`src/rtl/pid_gen_pkg.sv`:
```
// Shared encodings for the packet identifier gen-switch sequencer and mask decode.
package pid_gen_pkg;

  localparam logic [2:0] GEN1_SEL = 3'd0;
  localparam logic [2:0] GEN2_SEL = 3'd1;
  localparam logic [2:0] GEN3_SEL = 3'd2;
  localparam logic [2:0] GEN4_SEL = 3'd3;
  localparam logic [2:0] GEN5_SEL = 3'd4;

  localparam logic [3:0] ST_IDLE   = 4'b0001;
  localparam logic [3:0] ST_DRAIN  = 4'b0010;
  localparam logic [3:0] ST_APPLY  = 4'b0100;
  localparam logic [3:0] ST_SETTLE = 4'b1000;

  // Each PIPE data byte maps to 16 byte-valid lanes of the 64-bit mask.
  function automatic logic [63:0] pipe_mask(input int unsigned pw);
    int unsigned nb;
    nb = pw * 2;
    if (nb >= 64) return '1;
    return (64'd1 << nb) - 64'd1;
  endfunction

endpackage

```
`src/rtl/gen_mask_dec.sv`:
```
// Combinational gen code to 64-bit byte-valid mask; illegal codes give 0.
module gen_mask_dec
  import pid_gen_pkg::*;
#(
  parameter int unsigned GEN1_PIPEWIDTH = 8,
  parameter int unsigned GEN2_PIPEWIDTH = 16,
  parameter int unsigned GEN3_PIPEWIDTH = 32,
  parameter int unsigned GEN4_PIPEWIDTH = 8,
  parameter int unsigned GEN5_PIPEWIDTH = 8
) (
  input  logic [2:0]  gen,
  output logic [63:0] mask
);

  always_comb begin
    mask = '0;
    case (gen)
      GEN1_SEL: mask = pipe_mask(GEN1_PIPEWIDTH);
      GEN2_SEL: mask = pipe_mask(GEN2_PIPEWIDTH);
      GEN3_SEL: mask = pipe_mask(GEN3_PIPEWIDTH);
      GEN4_SEL: mask = pipe_mask(GEN4_PIPEWIDTH);
      GEN5_SEL: mask = pipe_mask(GEN5_PIPEWIDTH);
      default:  mask = '0;
    endcase
  end

endmodule

```
`src/rtl/gen_switch_ctrl.sv`:
```
// Timed gen switchover: hold datapath, wait for drain, apply new gen/mask, settle, release.
module gen_switch_ctrl
  import pid_gen_pkg::*;
#(
  parameter int unsigned GEN1_PIPEWIDTH = 8,
  parameter int unsigned GEN2_PIPEWIDTH = 16,
  parameter int unsigned GEN3_PIPEWIDTH = 32,
  parameter int unsigned GEN4_PIPEWIDTH = 8,
  parameter int unsigned GEN5_PIPEWIDTH = 8,
  parameter int unsigned SETTLE_CYCLES  = 4,
  parameter int unsigned DRAIN_TIMEOUT  = 256
) (
  input  logic        clk,
  input  logic        rst,
  input  logic [2:0]  gen_req,
  input  logic        gen_req_vld,
  output logic        gen_req_rdy,
  input  logic        pipe_busy,
  output logic        hold,
  output logic        w,
  output logic [2:0]  gen_cur,
  output logic [63:0] valid,
  output logic        gen_done,
  output logic        gen_err,
  output logic        timeout_err
);

  localparam int unsigned DW = $clog2(DRAIN_TIMEOUT + 1);
  localparam int unsigned SW = $clog2(SETTLE_CYCLES + 1);
  localparam logic [DW-1:0] DRAIN_LAST  = DW'(DRAIN_TIMEOUT - 1);
  localparam logic [SW-1:0] SETTLE_LAST = SW'(SETTLE_CYCLES - 1);
  localparam logic [63:0]   RST_MASK    = pipe_mask(GEN1_PIPEWIDTH);

  logic [3:0]    state;
  logic [2:0]    gen_nxt;
  logic [63:0]   mask_nxt;
  logic          idle_cnt;
  logic [DW-1:0] drain_cnt;
  logic [SW-1:0] settle_cnt;

  gen_mask_dec #(
    .GEN1_PIPEWIDTH(GEN1_PIPEWIDTH),
    .GEN2_PIPEWIDTH(GEN2_PIPEWIDTH),
    .GEN3_PIPEWIDTH(GEN3_PIPEWIDTH),
    .GEN4_PIPEWIDTH(GEN4_PIPEWIDTH),
    .GEN5_PIPEWIDTH(GEN5_PIPEWIDTH)
  ) u_mask_dec (
    .gen  (gen_nxt),
    .mask (mask_nxt)
  );

  assign gen_req_rdy = state[0];
  assign w           = state[0];
  assign hold        = |state[3:1];

  always_ff @(posedge clk or posedge rst) begin
    if (rst) begin
      state       <= ST_IDLE;
      gen_nxt     <= GEN1_SEL;
      gen_cur     <= GEN1_SEL;
      valid       <= RST_MASK;
      idle_cnt    <= 1'b0;
      drain_cnt   <= '0;
      settle_cnt  <= '0;
      gen_done    <= 1'b0;
      gen_err     <= 1'b0;
      timeout_err <= 1'b0;
    end else begin
      gen_done    <= 1'b0;
      gen_err     <= 1'b0;
      timeout_err <= 1'b0;
      case (state)
        ST_IDLE: begin
          if (gen_req_vld) begin
            if (gen_req > GEN5_SEL) begin
              gen_err <= 1'b1;
            end else if (gen_req == gen_cur) begin
              gen_done <= 1'b1;
            end else begin
              gen_nxt   <= gen_req;
              idle_cnt  <= 1'b0;
              drain_cnt <= '0;
              state     <= ST_DRAIN;
            end
          end
        end
        ST_DRAIN: begin
          // idle_cnt only needs to remember "previous cycle was idle".
          idle_cnt  <= ~pipe_busy;
          drain_cnt <= drain_cnt + 1'b1;
          if (!pipe_busy && idle_cnt) begin
            state <= ST_APPLY;
          end else if (drain_cnt == DRAIN_LAST) begin
            timeout_err <= 1'b1;
            state       <= ST_IDLE;
          end
        end
        ST_APPLY: begin
          gen_cur    <= gen_nxt;
          valid      <= mask_nxt;
          settle_cnt <= '0;
          state      <= ST_SETTLE;
        end
        ST_SETTLE: begin
          settle_cnt <= settle_cnt + 1'b1;
          if (settle_cnt == SETTLE_LAST) begin
            gen_done <= 1'b1;
            state    <= ST_IDLE;
          end
        end
        default: state <= ST_IDLE;
      endcase
    end
  end

endmodule
```
`config.mk`:
```
export PLATFORM = sky130hd
export DESIGN_NAME = gen_switch_ctrl
export DESIGN_NICKNAME = d
export VERILOG_FILES = /design/src/rtl/pid_gen_pkg.sv /design/src/rtl/gen_mask_dec.sv /design/src/rtl/gen_switch_ctrl.sv
export SDC_FILE = /design/constraint.sdc
export NUM_CORES = 1
export LEC_CHECK = 0
export ABC_AREA = 1
export CELL_PAD_IN_SITES_DETAIL_PLACEMENT = 1
export CELL_PAD_IN_SITES_GLOBAL_PLACEMENT = 2
export CORE_UTILIZATION = 25
export CTS_CLUSTER_DIAMETER = 150
export CTS_CLUSTER_SIZE = 8
export DETAILED_ROUTE_END_ITERATION = 6
export PLACE_DENSITY = 0.87
export SLEW_MARGIN = 20
export SYNTH_ARGS = -nofsm -noshare
export SYNTH_HDL_FRONTEND = slang
export SYNTH_SLANG_ARGS = --single-unit
```
`constraint.sdc`:
```
create_clock -name clk -period 4.8 [get_ports clk]
set_clock_uncertainty 0.05 [all_clocks]
set_input_delay 0.48 -clock clk [delete_from_list [all_inputs] [get_ports clk]]
set_output_delay 0.48 -clock clk [all_outputs]
set_load 0.01 [all_outputs]
```
==> results of run 1 <==
## how the worst min path moves through the flow
| stage | to | depth (start not counted) |
|---|---|---|
| floorplan | drain_cnt[8] | 2 |
| global placement | drain_cnt[8] | 2 |
| detailed placement | gen_nxt[2] | 2 |
| CTS | drain_cnt[8] | 2 |
| global route | gen_nxt[2] | 2 |
| finish | drain_cnt[8] | 2 |
## state kept, by name, summed over array words and instances, names as in the netlist
name         count
drain_cnt        9
gen_cur          3
gen_done         1
gen_err          1
gen_nxt          3
idle_cnt         1
settle_cnt       3
state            4
timeout_err      1
valid            3
## cell type report
| type | instances | area [um2] |
|---|---|---|
| Clock buffer | 5 | 68.8 |
| Clock inverter | 3 | 65.1 |
| Fill cell | 897 | 4840 |
| Inverter | 26 | 98.8 |
| Multi-Input combinational cell | 132 | 646 |
| Sequential cell | 29 | 728 |
| Tap cell | 99 | 124 |
| Timing Repair Buffer | 80 | 798 |
## kinds of logic after synthesis
group	after synthesis
buffers and inverters	89
adders and majority gates	4
xor gates and xnor gates	1
DFF	29
and+or+nand+nor	111
AOI/OAI and AO/OA	16
## layout by cell type (no fill, tap or decap), types with 2 or more instances in the layout
cell	netlist	final
nand3_1	18	18
bufinv_16	0	2
nand3_2	2	2
o21ai_0	8	8
or2_2	5	5
a21oi_1	3	3
ha_1	4	4
clkinv_2	1	2
dfstp_2	2	2
inv_2	2	2
nand2_1	63	63
nand2_2	4	4
clkdlybuf4s50_1	0	79
nor2_1	12	12
dfrtp_1	27	27
clkbuf_8	0	5
inv_1	23	23
nand4_1	2	2
## routing by layer
metal	GRT usage [%]	share of wire (%)	up-vias	wire, um
li1	-	-	762	-
met3	3.81	7.9	5	347
met1	14.1	45	720	1960
met2	18.6	46	56	2020
met4	3.23	0.92	0	40
met5	0	0	-	0
## power breakdown
| part | switching, mW | internal (mW) | leakage (nW) |
|---|---|---|---|
| combinational | 0.324 | 0.369 | 0.709 |
| clock | 0.0996 | 0.206 | 0.0681 |
| sequential | 0.0827 | 0.309 | 0.389 |
| total | 0.506 | 0.884 | 1.17 |
==> flow_metrics.env, run 1 <==
export IMPL_outcome="completed"
export IMPL_grt_max_degree=34
export IMPL_num_vias=1543
export IMPL_synthArstFlopShare_pct=100
export IMPL_cp_depth=1
export IMPL_tightestPinTransition_ps=799
export IMPL_r2r_setup_slack_ps=2900
export IMPL_slowest_delay_ps=870
export IMPL_power_density_nw_per_um2=550
export IMPL_io_buffers=79
export IMPL_r2r_end="drain_cnt[8]"
export IMPL_cp_end_kind="output port"
export IMPL_overflow=0
export IMPL_clk_pin_slew_ps=70
export IMPL_stdcell_area_um2=2530
export IMPL_preCtsSetupSlack_ps=2670
export IMPL_path_delay_family="flip-flops"
export IMPL_hold_violations=0
export IMPL_fmax_mhz=420
export IMPL_synth_common_cells="nand2_1, buf_4, dfrtp_1"
export IMPL_cts_buffers=5
export IMPL_seq_area_frac_synth_pct=37.5
export IMPL_post_cts_buffers=0
export IMPL_die_h_um=90.2
export IMPL_ys_flop_type="dfrtp_1"
export IMPL_cts_resized=0
export IMPL_synth_top_area_cell="dfrtp_1"
export IMPL_worstSetupPathType="flop to output port"
export IMPL_grt_antenna_before_repair=0
export IMPL_synth_top_area_share_pct=34.8
export IMPL_via_per_inst=4.13
export IMPL_area_growth_pct=30.1
export IMPL_rsz0062_at_grt="false"
export IMPL_synth_xor_area_share_pct=0.451
export IMPL_synth_compound_area_share_pct=4.51
export IMPL_arrival_ps=1850
export IMPL_crit_required_ps=4270
export IMPL_drtIter0Drc=45
export IMPL_ys_ff_latch=29
export IMPL_synthTopCellsByArea="dfrtp_1, buf_4, nand2_1"
export IMPL_period_needed_ps=2380
export IMPL_synth_edf_count=0
export IMPL_place_inst=366
export IMPL_dp_hpwl_mm=3.35
export IMPL_drv_slew=0
export IMPL_netlist_instances=250
export IMPL_p_leak_nw=1.17
export IMPL_dr_pass1_iters=4
export IMPL_reg2reg_depth=8
export IMPL_die_w_um=90.2
export IMPL_cap_violations=0
export IMPL_yosysUniqueCellTypes=28
export IMPL_core_area_um2=7370
export IMPL_hp_start="drain_cnt[8]"
export IMPL_finalSetupTns_ps=0
export IMPL_final_cells=374
export IMPL_yosys_cell_count_top_type="nand2_1"
export IMPL_cts_max_level=2
export IMPL_cp_cell_sequence="clkdlybuf4s50_1"
export IMPL_startpoint="valid[62]"
export IMPL_syn_area_um2=1940
export IMPL_track_usage_pct=11.3
export IMPL_power_mw=1.39
export IMPL_cts_root_buf="clkbuf_8"
export IMPL_die_area_um2=8130
export IMPL_grt_pass1_wl_mm=7.42
export IMPL_synth_adder_area_share_pct=2.58
export IMPL_path_buf_inv=1
export IMPL_globalplace_congestion=0.746
export IMPL_final_antenna_net_count=0
export IMPL_grt_pass1_vias=1483
export IMPL_hold_slack_ps=429
export IMPL_clk_latency_ps=280
export IMPL_synth_nets=261
export IMPL_cts_hold_buf=0
export IMPL_cts_tree="built"
export IMPL_wl_mm=4.37
export IMPL_synth_mux_area_share_pct=0
export IMPL_antenna_cells=0
export IMPL_endpoint="valid[34]"
export IMPL_min_path_type="flop to flop"
export IMPL_synth_top_family_by_area="buffers and inverters"
export IMPL_yosysWarningCount=0
export IMPL_finalSetupViolCount=0
export IMPL_relSlewSlack_pct=46.7
export IMPL_cts_num_sinks=29
export IMPL_start_util_pct=26.4
export IMPL_cp_max_fo=33
export IMPL_drive_gt1_share_pct=9.82
export IMPL_r2r_start="drain_cnt[0]"
export IMPL_setup_ws_ps=2420
export IMPL_ir_drop_mv=0.174
export IMPL_slowest_stage="dfrtp_1"
export IMPL_final_net_count=285
export IMPL_dpl_cell_area_um2=2390
export IMPL_drc=0
export IMPL_synthSimpleGateAreaFrac_pct=25.7
export IMPL_io_pins=80
export IMPL_finalCritPeriodShare_pct=49.6
export IMPL_fin_util_pct=34.3
export IMPL_wl_per_cell_um=11.7
export IMPL_syn_mean_instance_area_um2=7.77
export IMPL_cts_buffer_depth=2
export IMPL_start_kind="flop"
export IMPL_rows=31
(Power assumes the default switching activity.)
==> inputs of run 2 (changes only) <==
Settings changed: CORE_UTILIZATION 25 to 21, PLACE_DENSITY 0.87 to 0.78.
Clock period 4.8 ns to 2.18 ns, I/O delays scaled along.
==> flow_metrics.env, run 2 (synthesis results as in run 1) <==
export IMPL_outcome="finished with violations"
export IMPL_failed_checks="DRC"
export IMPL_finalSetupViolCount=0
export IMPL_antenna_cells=0
export IMPL_cp_cell_sequence="clkdlybuf4s50_1"
export IMPL_hold_violations=0
export IMPL_num_vias=1509
export IMPL_p_leak_nw=1.14
export IMPL_die_area_um2=9640
export IMPL_io_pins=80
export IMPL_drv_slew=0
export IMPL_power_mw=2.81
export IMPL_cts_resized=0
export IMPL_final_antenna_net_count=0
export IMPL_nFillCells=1068
export IMPL_finalSetupTns_ps=0
export IMPL_wl_mm=4.20
export IMPL_cts_buffer_depth=2
export IMPL_largest_register_ffs=9
export IMPL_top_regs="drain_cnt: 9 flops, state: 4 flops"
export IMPL_overflow=0
export IMPL_area_growth_pct=28.3
export IMPL_path_buf_inv=1
export IMPL_r2r_end="drain_cnt[8]"
export IMPL_die_w_um=98.2
export IMPL_worstSetupPathType="flop to output port"
export IMPL_drtIter0Drc=65
export IMPL_min_path_type="input port to asynchronous set/reset pin"
export IMPL_die_h_um=98.2
export IMPL_cts_tree="built"
export IMPL_arrival_ps=1590
export IMPL_track_usage_pct=8.87
export IMPL_grt_max_degree=33
export IMPL_dr_pass1_iters=7
export IMPL_crit_required_ps=1910
export IMPL_core_area_um2=8850
export IMPL_slowest_stage="dfstp_2"
export IMPL_cp_max_fo=17
export IMPL_start_util_pct=22.0
export IMPL_clk_pin_slew_ps=60
export IMPL_final_common_cell="clkdlybuf4s50_1"
export IMPL_wl_per_cell_um=10.9
export IMPL_drive_gt1_share_pct=9.06
export IMPL_r2r_setup_slack_ps=330
export IMPL_grt_pass1_wl_mm=6.64
export IMPL_clk_latency_ps=280
export IMPL_relSlewSlack_pct=71.9
export IMPL_cts_root_buf="clkbuf_8"
export IMPL_post_cts_buffers=0
export IMPL_cp_end_kind="output port"
export IMPL_io_buffers=79
export IMPL_final_net_count=286
export IMPL_tightestPinTransition_ps=422
export IMPL_cts_max_level=2
export IMPL_finalCritPeriodShare_pct=85.3
export IMPL_ir_drop_mv=0.306
export IMPL_path_delay_family="flip-flops"
export IMPL_regMostFlops="drain_cnt"
export IMPL_cts_buffers=5
export IMPL_globalplace_congestion=0.720
export IMPL_r2r_start="drain_cnt[0]"
export IMPL_fmax_mhz=538
export IMPL_reg2reg_depth=8
export IMPL_cap_violations=0
export IMPL_via_per_inst=3.93
export IMPL_cts_num_sinks=29
export IMPL_cts_hold_buf=0
export IMPL_grt_antenna_before_repair=0
export IMPL_grt_pass1_vias=1328
export IMPL_dp_hpwl_mm=3.18
export IMPL_rsz0062_at_grt="false"
export IMPL_drc=13
export IMPL_start_kind="flop"
export IMPL_slowest_delay_ps=700
export IMPL_power_density_nw_per_um2=1130
export IMPL_final_cell_mix="clkdlybuf4s50_1, nand2_1, dfrtp_1"
export IMPL_rows=34
export IMPL_period_needed_ps=1860
-- run 2: layer usage --
| layer | vias up | global-route usage [%] | wire [um] |
|---|---|---|---|
| met5 | - | 0 | 0 |
| met4 | 0 | 3.10 | 42 |
| met3 | 5 | 4.01 | 345 |
| met2 | 58 | 14.5 | 1980 |
| met1 | 685 | 10.3 | 1830 |
| li1 | 761 | - | - |
-- run 2: where the power goes --
| part | switching [mW] | leakage, nW | internal (mW) |
|---|---|---|---|
| clock | 0.197 | 0.0395 | 0.226 |
| sequential | 0.158 | 0.389 | 0.681 |
| combinational | 0.732 | 0.714 | 0.818 |
-- run 2: worst max path at each step --
stage,start,end,cells after the start
6_report,valid[15],valid[1],1
5_1_grt,drain_cnt[0],drain_cnt[8],8
4_1_cts,valid[15],valid[1],1
3_5_place_dp,drain_cnt[0],drain_cnt[8],8
3_3_place_gp,drain_cnt[0],drain_cnt[8],8
2_1_floorplan,drain_cnt[0],drain_cnt[8],8
-- run 2: cell type report --
class                           instances  area (um2)  area share (%)
Multi-Input combinational cell        132         646            25.9
Tap cell                              108         135            5.42
Inverter                               26        98.8            3.96
Clock buffer                            8        80.1            3.21
Sequential cell                        29         728            29.2
Timing Repair Buffer                   81         806            32.3
-- run 2: stage by stage --
stage	std cells	instance area (um2)	hold slack [ps]	util, %	setup slack, ps
finish	384	2490	256	28.2	320
global route	384	2490	308	28.2	145
CTS	384	2490	265	28.2	280
detailed placement	376	2410	418	27.3	333
global placement	376	2410	406	27.3	373
floorplan	250	1940	245	-	441
==> RTL edit (config.mk and constraints of run 1) <==
The parameter `DRAIN_TIMEOUT` goes from 256 to 512.
--- a/src/rtl/gen_switch_ctrl.sv
+++ b/src/rtl/gen_switch_ctrl.sv
@@ -8,7 +8,7 @@
   parameter int unsigned GEN4_PIPEWIDTH = 8,
   parameter int unsigned GEN5_PIPEWIDTH = 8,
   parameter int unsigned SETTLE_CYCLES  = 4,
-  parameter int unsigned DRAIN_TIMEOUT  = 256
+  parameter int unsigned DRAIN_TIMEOUT  = 512
 ) (
   input  logic        clk,
   input  logic        rst,
Function: no difference found for any inputs over 10 cycles, from zero or initial values and one cycle with rst high; that may be too few to reach the edited logic, so the function may still have changed.
==> RTL edit against run 1 <==
Sequential cell count up 1. Clock power fell by 36%. Die area rose by 3.8%. Synthesized area grew 3.9%. Total power down 23%. Cell area rose by 0.99%. Setup slack got worse by 12 ps. Routed wire length fell by 2.2%. Core utilization fell by 1.4 points. Critical path type unchanged.
==> RTL edit: results (changes against run 1) <==
met2 wire len 1.98 mm (-1.8%); routability cong. 0.782 (+4.9%); hold_buf cts 0 (unchanged); post-synth cell types 31 (+11%); sink of the worst hold path drain_cnt[6]; met1 WL 1.91 mm (-2.8%); Clk Latency, worst-skew pair 280 ps (about the same); top cells by area, synth dfrtp_1 (35%), buf_4 (23%), nand2_1 (11%); vias in the first global route 1509 (+1.8%); DR pass1 iterations 4 (unchanged); metal3 WL 348 um (+0.29%); HP Start drain_cnt[6]; Worst-Margin Slew 832 ps (+32.8 ps); Worst VDD drop 0.159 mV (-8.9%); global-route wire length before repair 7.19 mm (-3.2%); Max Buffers Root-to-Sink 2 (unchanged); DP HPWL 3.27 mm (-2.2%); Worst R2R Setup Slack 3210 ps (+310 ps); Worst EP arrival 1860 ps; Async SR Flop Fraction 100% (unchanged); DRT Wirelength 4.27 mm (-2.2%); Reg2Reg Capture Point settle_cnt[0]; crit path launch valid[62]; initial antenna violation count 0 (unchanged); root buf cell clkbuf_8; layout cells sized above 1 11.9% (+2.1 points); Reg-to-Reg Start state[0]; NumNets Final 287 (+0.70%); CP Max Fanout 33 (unchanged); 1st-iter DRT viols 76 (+69%); slowest cell on the critical path dfrtp_1; Tot GR Track Use 10.8% (-0.53 points); CTS clock-pin slew for the worst setup and hold paths 70 ps (about the same); worst hold stages 2 (unchanged); slowest cell delay on critical path 890 ps (+20 ps); Post-Syn Nets 263 (+0.77%); outcome complete, no violations; R2R depth 6 (-2); worst hold-check path type flip-flop to flip-flop; Filler cells 926 (+3.2%); Port-buffer cells 79 (unchanged); diode count 0 (unchanged); vias 1567 (+1.6%); top layer in use met4; Pleak 1.13 nW (-3.0%); Regs by FF count drain_cnt x10, state x4; Seq/Total Area, Yosys 37.3% (-0.15 points); Synth top cells by count buf_4 (62), nand2_1 (58), dfrtp_1 (28)
[RTL edit: cell types whose count changed after synthesis, moves of 3 or more]
cell / delta
nand2_1: -5
or2_2: -3
nand3_1: -6
inv_2: +5
o21ai_1: +3
[RTL edit: metrics by stage]
stage	hold WS (ps)	std cells	power (mW)	worst slack, ps	area [um2]
finish	426	380	1.07	2410	2550
global placement	409	372	0.879	2770	2470
global route	485	380	1.16	2270	2550
detailed placement	418	372	0.889	2680	2470
floorplan	392	253	0.735	3200	2020
CTS	434	380	1.09	2360	2550
[RTL edit: cell type report]
class	instances	area share (%)
clock buffer	8	3.14
multi-input combinational	130	26.7
tap	102	5.00
timing repair buffer	80	31.3
inverter	30	4.41
sequential	30	29.5
[RTL edit: layer usage]
layer	up-vias	global-route usage, %
met2	70	18.3
met3	5	4.73
met4	0	2.73
met5	-	0
li1	772	-
met1	720	12.4
[RTL edit: worst max-delay path by stage]
stage	endpoint	slack, ps	depth (start not counted)
5_1_grt	valid[47]	2270	1
4_1_cts	valid[50]	2360	1
3_5_place_dp	valid[50]	2680	1
2_1_floorplan	valid[33]	3200	1
3_3_place_gp	valid[61]	2770	1
6_report	valid[50]	2410	1
[RTL edit: cells by family after synthesis]
group                    count (synthesis)  share of synthesized area (%)
AND/OR/NAND/NOR                        100                           24.1
buffers and inverters                   93                           28.9
flip-flops                              30                           37.3
XOR/XNOR                                 2                          0.868
AO/OA/AOI/OAI                           25                           7.01
adder cells (fa/ha/maj)                  3                           1.86
[RTL edit: report_power, final]
part	leakage (nW)	internal, mW	switching (mW)	total [mW]
Clock	0.0395	0.103	0.0921	0.195
Sequential	0.405	0.302	0.0638	0.366
Combinational	0.687	0.274	0.235	0.509
